==> config.mk <==
export PLATFORM = sky130hd
export DESIGN_NAME = vip_frame_ctrl
export DESIGN_NICKNAME = d
export VERILOG_FILES = /design/src/rtl/vip_frame_ctrl.sv
export SDC_FILE = /design/constraint.sdc
export NUM_CORES = 1
export LEC_CHECK = 0
export CAP_MARGIN = 15
export CORE_AREA = 2 2 114 89
export CTS_BUF_LIST = sky130_fd_sc_hd__clkbuf_4 sky130_fd_sc_hd__clkbuf_8
export CTS_CLUSTER_SIZE = 16
export DETAILED_ROUTE_END_ITERATION = 12
export DIE_AREA = 0 0 116 91
export HOLD_SLACK_MARGIN = 0.15
export SLEW_MARGIN = 10
export SYNTH_ARGS = -nofsm -noshare
export SYNTH_HDL_FRONTEND = slang
export SYNTH_SLANG_ARGS = --single-unit
==> constraint.sdc <==
create_clock -name clk -period 4.9 [get_ports clk]
set_clock_uncertainty 0.05 [all_clocks]
set_input_delay 0.49 -clock clk [delete_from_list [all_inputs] [get_ports clk]]
set_output_delay 0.49 -clock clk [all_outputs]
set_load 0.01 [all_outputs]
==> src/rtl/vip_frame_ctrl.sv <==
// Video frame timing controller: VSYNC/HSYNC/HREF generation with RAW pass-through.
// Define VIP_FRAME_TESTPAT_EN to replace raw_in with a built-in Bayer test pattern.
module vip_frame_ctrl #(
  parameter int IMG_HDISP = 640,
  parameter int IMG_VDISP = 480,
  parameter int H_BLANK   = 5,
  parameter int VS_W      = 4
) (
  input  logic       clk,
  input  logic       rst,
  input  logic       start,
  input  logic       stop,
  input  logic [1:0] mirror_in,
  input  logic [7:0] raw_in,
  output logic       raw_req,
  output logic       per_frame_vsync,
  output logic       per_frame_hsync,
  output logic       per_frame_href,
  output logic [7:0] per_img_RAW,
  output logic [1:0] mirror,
  output logic       busy,
  output logic       frame_done,
  output logic [15:0] frame_cnt
);

  localparam logic [13:0] H_LAST     = 14'(IMG_HDISP + H_BLANK - 1);
  localparam logic [13:0] V_LAST     = 14'(IMG_VDISP - 1);
  localparam logic [13:0] VS_LAST    = 14'(VS_W - 1);
  localparam logic [13:0] HREF_FIRST = 14'd2;
  localparam logic [13:0] HREF_LAST  = 14'(IMG_HDISP + 1);
  localparam logic [13:0] REQ_LAST   = 14'(IMG_HDISP);

  typedef enum logic [1:0] {IDLE, VSYNC, LINE} state_t;

  state_t      state_q, state_d;
  logic [13:0] h_q, h_d;
  logic [13:0] line_q, line_d;
  logic        stop_pend_q, stop_pend_d;

  logic        vsync_q, vsync_d;
  logic        hsync_q, hsync_d;
  logic        href_q, href_d;
  logic [7:0]  raw_q, raw_d;
  logic [1:0]  mirror_q, mirror_d;
  logic        busy_q, busy_d;
  logic        done_q, done_d;
  logic [15:0] cnt_q, cnt_d;
  logic        last_d;
  logic [7:0]  pix_d;

  always_ff @(posedge clk or posedge rst) begin
    if (rst) begin
      state_q     <= IDLE;
      h_q         <= '0;
      line_q      <= '0;
      stop_pend_q <= 1'b0;
      vsync_q     <= 1'b1;
      hsync_q     <= 1'b1;
      href_q      <= 1'b0;
      raw_q       <= '0;
      mirror_q    <= '0;
      busy_q      <= 1'b0;
      done_q      <= 1'b0;
      cnt_q       <= '0;
    end else begin
      state_q     <= state_d;
      h_q         <= h_d;
      line_q      <= line_d;
      stop_pend_q <= stop_pend_d;
      vsync_q     <= vsync_d;
      hsync_q     <= hsync_d;
      href_q      <= href_d;
      raw_q       <= raw_d;
      mirror_q    <= mirror_d;
      busy_q      <= busy_d;
      done_q      <= done_d;
      cnt_q       <= cnt_d;
    end
  end

  // The VSYNC phase reuses the h counter to time the sync pulse width.
  always_comb begin
    state_d     = state_q;
    h_d         = h_q;
    line_d      = line_q;
    stop_pend_d = stop_pend_q;
    case (state_q)
      IDLE: begin
        stop_pend_d = 1'b0;
        if (start && !stop) begin
          state_d = VSYNC;
          h_d     = '0;
          line_d  = '0;
        end
      end
      VSYNC: begin
        if (stop) stop_pend_d = 1'b1;
        if (h_q == VS_LAST) begin
          state_d = LINE;
          h_d     = '0;
          line_d  = '0;
        end else begin
          h_d = h_q + 14'd1;
        end
      end
      LINE: begin
        if (stop) stop_pend_d = 1'b1;
        if (h_q == H_LAST) begin
          h_d = '0;
          if (line_q == V_LAST) begin
            line_d = '0;
            if (stop_pend_q || stop) begin
              state_d     = IDLE;
              stop_pend_d = 1'b0;
            end else begin
              state_d = VSYNC;
            end
          end else begin
            line_d = line_q + 14'd1;
          end
        end else begin
          h_d = h_q + 14'd1;
        end
      end
      default: state_d = IDLE;
    endcase
  end

  // Outputs are decoded from the next state so each register lines up with its state cycle.
  always_comb begin
    last_d   = (state_d == LINE) && (h_d == H_LAST) && (line_d == V_LAST);
    vsync_d  = (state_d != VSYNC);
    hsync_d  = !((state_d == VSYNC) || ((state_d == LINE) && (h_d < HREF_FIRST)));
    href_d   = (state_d == LINE) && (h_d >= HREF_FIRST) && (h_d <= HREF_LAST);
    busy_d   = (state_d != IDLE);
    done_d   = last_d;
    cnt_d    = last_d ? cnt_q + 16'd1 : cnt_q;
    mirror_d = ((state_d == VSYNC) && (state_q != VSYNC)) ? mirror_in : mirror_q;
`ifdef VIP_FRAME_TESTPAT_EN
    // pixel_index = h-2 has the same parity as h
    case ({line_d[0], h_d[0]})
      2'b00:   pix_d = 8'd100;
      2'b01:   pix_d = 8'd150;
      2'b10:   pix_d = 8'd150;
      default: pix_d = 8'd200;
    endcase
`else
    pix_d = raw_in;
`endif
    raw_d = href_d ? pix_d : 8'd0;
  end

  // Request leads href by one cycle; derived from registered state only.
  assign raw_req = (state_q == LINE) && (h_q >= 14'd1) && (h_q <= REQ_LAST);

  assign per_frame_vsync = vsync_q;
  assign per_frame_hsync = hsync_q;
  assign per_frame_href  = href_q;
  assign per_img_RAW     = raw_q;
  assign mirror          = mirror_q;
  assign busy            = busy_q;
  assign frame_done      = done_q;
  assign frame_cnt       = cnt_q;

endmodule

# Word level (Yosys, flattened, before mapping)
# Cells that the tools add are included.
[classes]
addsub = 3
multipliers = 0
div = 0
n_lt_le_gt_ge = 5
eq_ne = 11
n_shift = 0
n_mux = 21
n_bitwise = 0
n_reduce_logical = 16
[op_table]
columns = ["cell", "n"]
rows = [
  ["14-bit two-way mux", 7],
  ["14-bit one-hot mux with 3 select lines", 2],
  ["14-bit by 1-bit adder with 14-bit output (second input constant)", 2],
  ["14-bit by 10-bit == test with 1-bit output (second input constant)", 2],
  ["14-bit by 9-bit == test with 1-bit output (second input constant)", 2],
  ["14-bit by 10-bit less-or-equal comparator with 1-bit output (second input constant)", 2],
  ["16-bit by 1-bit adder with 16-bit output (second input constant)", 1],
  ["14-bit by 2-bit == test with 1-bit output (second input constant)", 1],
  ["14-bit by 1-bit >= comparator with 1-bit output (second input constant)", 1],
  ["14-bit by 2-bit >= comparator with 1-bit output (second input constant)", 1],
  ["14-bit by 2-bit less-than comparator with 1-bit output (second input constant)", 1],
  ["1-bit logical AND", 9],
  ["2-bit two-way mux", 4],
  ["8-bit two-way mux", 1],
  ["2-bit one-hot mux with 3 select lines", 1],
  ["1-bit two-way mux", 5],
  ["2-bit by 1-bit == test with 1-bit output (second input constant)", 2],
  ["2-bit == test (second input constant)", 2],
  ["2-bit by 1-bit inequality test with 1-bit output (second input constant)", 2],
  ["1-bit one-hot mux with 3 select lines", 1],
  ["3-bit nonzero test", 1],
  ["1-bit zero test", 2],
  ["2-bit zero test", 1],
  ["1-bit logical OR", 2],
  ["2-bit nonzero test", 1],
]
[totals]
ff_bits = 62
latchBits = 0
ram_bits = 0
rom_bits = 0
inputBits = 14
output_inout_bits = 32
word_cells = 68
n_memories = 0

# Depth between registers and ports, before layout
[logic_depth]
word_depth = 9
depth_mapped = 14
mapped_depth_nobuf = 12

# Worst setup path after synthesis
# OpenSTA, ideal clock, no wires.
[synth_path]
path_kind = "register -> register"
startpoint = "register h_q[4]"
endpoint = "register cnt_q[14], in the netlist frame_cnt[14]"
setup_time_ps = 79
t_arrival_ps = 3550
required_time_ps = 4771
slack_ps = 1220
stages_incl_launch_ff = 13
n_path_buf = 3
period_less_slack_ps = 3680
path_cell_list = "dfrtp_1 > buf_6 > or4_4 > buf_6 > o41ai_4 > o22ai_2 > a211o_1 > or4b_4 > nor3_2 > nand2_2 > buf_6 > nor4_2 > xor2_1"
[synth_via]
elab_chain_cells = 6
word_cells_on_any_way = 18
cone_classes = "add/sub (1); eq/ne (5); mux (10); reduce/logical (2)"
[synth_rtl]
columns = ["element", "line_no", "rtl"]
rows = [
  ["start, declared", "36", "logic [13:0] h_q, h_d;"],
  ["start signal, assigned", "54", "h_q <= '0;"],
  ["start signal, assigned", "67", "h_q <= h_d;"],
  ["14-bit by 1-bit adder with 14-bit output, or another cell as far along", "103, 122", ""],
  ["14-bit two-way mux, or another cell as far along", "108", "if (h_q == H_LAST) begin"],
  ["14-bit one-hot mux with 3 select lines or 2-bit one-hot mux with 3 select lines (tied branches)", "87", "case (state_q)"],
  ["14-bit by 10-bit == test with 1-bit output or 2-bit == test (tied branches)", "131", "last_d = (state_d == LINE) && (h_d == H_LAST) && (line_d == V_LAST);"],
  ["1-bit logical AND", "131", ""],
  ["1-bit logical AND (*)", "131", ""],
  ["end signal, assigned", "77", "cnt_q <= cnt_d;"],
  ["end, declared", "47", "logic [15:0] cnt_q, cnt_d;"],
]
# Mark *: on every way between the ends. The rest lies on a longest branch, timed or not.
# A chain may end at the register's enable or synchronous reset.

# Final worst setup path
[layout_path]
startpoint = "register h_q[10]"
endpoint = "register cnt_q[1], in the netlist frame_cnt[1]"
[layout_via]
elab_chain_cells = 6
word_cells_on_any_way = 18
cone_classes = "add/sub (1); eq/ne (5); mux (10); reduce/logical (2)"
[layout_rtl]
columns = ["element", "line_no"]
rows = [
  ["14-bit by 1-bit adder with 14-bit output, or another cell as far along", "103, 122"],
  ["14-bit two-way mux, on equally long branches", "108, 98"],
  ["14-bit one-hot mux with 3 select lines (*)", "87"],
  ["named net h_d[11]", "36"],
  ["14-bit by 10-bit == test with 1-bit output (*)", "131"],
  ["1-bit logical AND (*) (2 in series)", "131"],
]
# Mark *: on every way through the listed nets, which the timed path passes. The rest lies on a longest branch.

==> results.json <==
{
  "vias": 3406,
  "ys_top_cells_by_area": "dfrtp_1 (40%), ha_1 (3.3%), xor2_1 (3.0%), a21oi_1 (2.9%), nor4_2 (2.6%)",
  "synth_top_family_by_area": "simple AND/OR/NAND/NOR gates",
  "synth_top_area_share": 0.3966,
  "crit_fanout": 15,
  "p_total_mw": 1.816,
  "hold_class": "flop to flop",
  "fmax_mhz": 224.9,
  "leakagePower_nw": 1.908,
  "wire_per_inst_um": 18.30,
  "async_flop_share": 1.000,
  "cts_resized": 0,
  "slew_headroom": 0.4258,
  "rsz0062_at_grt": "no",
  "die_w_um": 116,
  "overflow": 0,
  "routed_wirelength_um": 10650,
  "first_iter_violations": 224,
  "dp_hpwl_um": 7752,
  "hold_end": "frame_cnt[15]$_DFFE_PP0P_",
  "multi_input_area_mm2": 0.002058,
  "ios": 46,
  "synthSimpleGateAreaFrac": 0.2898,
  "synth_edf_count": 0,
  "rr_startpoint": "h_q[10]$_DFF_PP0_",
  "post_cts_buffers": 0,
  "power.density_mw_per_mm2": 398.2,
  "drc": 0,
  "std_cell_rows": 31,
  "initial_core_util": 0.4034,
  "crit_arrival_ns": 4.64,
  "finalSetupViolations": 0,
  "finalCriticalPeriod_ns": 4.446,
  "clkLatencyLatePin_ns": 0.35,
  "yosysWarnings": 0,
  "dp_slack_ns": 0.5099,
  "grt_pass1_wl_um": 18150,
  "layout.nets": 469,
  "routabilityCongestion": 0.9598,
  "final_hold_viol_count": 0,
  "syn2layout_area_growth_pct": 20.42,
  "synth-main-ff-cell": "dfrtp_1",
  "hold-path-cell-count": 1,
  "ys_seq_elements": 62,
  "fp.dieH_um": 91,
  "cts_sinks": 62,
  "r2r_cells": 8,
  "cts_tree": "yes",
  "synth_area_mm2": 0.003786,
  "clockBufferDepth": 2,
  "muxShareOfSynthArea": 0.02280,
  "grt_usage": 0.2230,
  "grt_start_max_net_pins": 63,
  "synth_compound_area_frac": 0.1633,
  "worst_pin_slew_ns": 0.8561,
  "drtAntennaViolNets": 0,
  "critical_path_class": "flop to flop",
  "r2r-end": "frame_cnt[1]$_DFFE_PP0P_",
  "holdCritStartpoint": "frame_cnt[15]$_DFFE_PP0P_",
  "synth_xor_area_frac": 0.03470,
  "grt_pass1_vias": 3341,
  "synth_area_leader_cell": "dfrtp_1",
  "antenna_found_initial": 0,
  "synth_cells": 397,
  "die_area_mm2": 0.01056,
  "cts_hold_buf": 0,
  "n_antenna_cell": 0,
  "cts_inserted_buffers": 9,
  "coreArea_mm2": 0.009387,
  "port_buffers": 45,
  "crit_required_ns": 5.09,
  "synth-adder-area-share": 0.03305,
  "syn_nets": 421,
  "htreeDepth": 3,
  "postSynthAreaPerCell_um2": 9.537,
  "setup_ws_ns": 0.4542,
  "synth_cell_types": 67,
  "min_period_over_period": 0.9073,
  "ys_seq_area_frac": 0.4104,
  "drv_slew": 0,
  "maxCapViolCount": 0,
  "status": "completed",
  "start_kind": "flop",
  "root_buffer": "clkbuf_8",
  "ir_drop_mv": 0.2199,
  "viasPerCell": 5.852,
  "ff2ff_setup_slack_ns": 0.45,
  "setup_tns_ns": 0,
  "end_kind": "flop",
  "firstDrtPassIters": 5,
  "layout-drive-gt1-share": 0.1289,
  "cts.reportedPaths.clkPinSlew_ns": 0.08,
  "nFillCells": 910,
  "final_util": 0.4857,
  "whs_ns": 0.4303,
  "seqCellArea_mm2": 0.001554
}
## worst max-delay path: stages (launching register included)
cell      delay (ns)
dfrtp_1         0.44
or4_1           0.76
o41ai_4         0.68
nand3_1         0.38
and3_1          0.30
nand4b_4        0.21
or4_1           0.86
nor2_1          0.28
mux2_2          0.36
## cell type report
cell class	count	share of cell area
clock inverter	5	0.007409
clock buffer	11	0.03321
multi-input combinational	296	0.4514
sequential	62	0.3408
timing repair buffer	53	0.1120
tap	132	0.03622
inverter	23	0.01894
## worst max path at each step
stage                                           end  slack [ns]  depth (start not counted)         startpoint
after global routing       frame_cnt[1]$_DFFE_PP0P_        0.21                          8  h_q[10]$_DFF_PP0_
after floorplan           frame_cnt[14]$_DFFE_PP0P_        1.22                         12   h_q[4]$_DFF_PP0_
after global placement     frame_cnt[1]$_DFFE_PP0P_        0.58                          9  h_q[10]$_DFF_PP0_
final                      frame_cnt[1]$_DFFE_PP0P_        0.45                          8  h_q[10]$_DFF_PP0_
after CTS                  frame_cnt[1]$_DFFE_PP0P_        0.49                          8  h_q[10]$_DFF_PP0_
after detailed placement   frame_cnt[1]$_DFFE_PP0P_        0.51                          8  h_q[10]$_DFF_PP0_
## flip-flops by register name (all words and copies together), names as in the netlist, 2 cells and up
signal	count
per_img_RAW	8
line_q	14
frame_cnt	16
state_q	2
mirror	2
h_q	14
## layout by cell type (no fill, tap or decap), types with 4 or more instances in the layout
cell,instances
ha_1,10
nand2_1,21
nand2b_1,7
nand3_1,19
nor3_1,12
nor2_1,22
nor4_1,13
mux2_2,5
dfrtp_1,60
nor4_2,8
nor4b_1,5
and4_1,4
clkbuf_8,11
or4_1,5
and3_1,6
a211oi_1,4
o21ai_0,17
a21oi_1,22
and2_1,13
or3_1,4
a41oi_1,5
buf_4,8
a31oi_1,8
inv_1,22
clkdlybuf4s50_1,45
nand4_1,14
xor2_1,13
## cells by family after synthesis
| kind of cell | count (synthesis) |
|---|---|
| muxes | 8 |
| DFF | 62 |
| AOI/OAI and AO/OA | 88 |
| buffers and inverters | 39 |
| and+or+nand+nor | 175 |
| xor gates and xnor gates | 15 |
| adders and majority gates | 10 |
## Yosys cell counts (all sizes together) (3+ instances only)
library cell,n
mux2i,3
mux2,5
nand3,19
nand2,22
buf,6
nor2b,3
and4,4
o41ai,3
a21o,3
a31o,3
or2,3
nor3b,3
nand2b,7
a31oi,8
o22ai,3
and3,6
or3,4
a41oi,5
nor3,13
xor2,13
o21ai,18
nand4b,4
nand4,14
inv,23
dfrtp,60
nor2,23
a21oi,23
and2,13
o41a,3
nor4,22
ha,10
a211oi,4
or4,6
clkbuf,10
nor4b,5
## report_power, final
group	internal, mW	leakage [nW]	switching [mW]
sequential	0.582	0.836	0.0573
combinational	0.287	0.980	0.460
clock	0.210	0.0913	0.219
## metrics by stage
step                      instance area (um2)  std cells
final                                    4559        582
after global routing                     4559        582
after CTS                                4559        582
after detailed placement                 4374        566
after global placement                   4374        566
after floorplan                          3786        397
## layer usage
metal / GRT usage / share of wire / wire (um) / vias up
met4: 0.06250 / 0.019 / 199 / 0
met5: 0 / 0 / 0 / -
met2: 0.2953 / 0.40 / 4240 / 171
met3: 0.08611 / 0.11 / 1129 / 18
met1: 0.3339 / 0.48 / 5080 / 1629
li1: - / - / - / 1588
No activity file was read; power rests on OpenSTA's default activity.
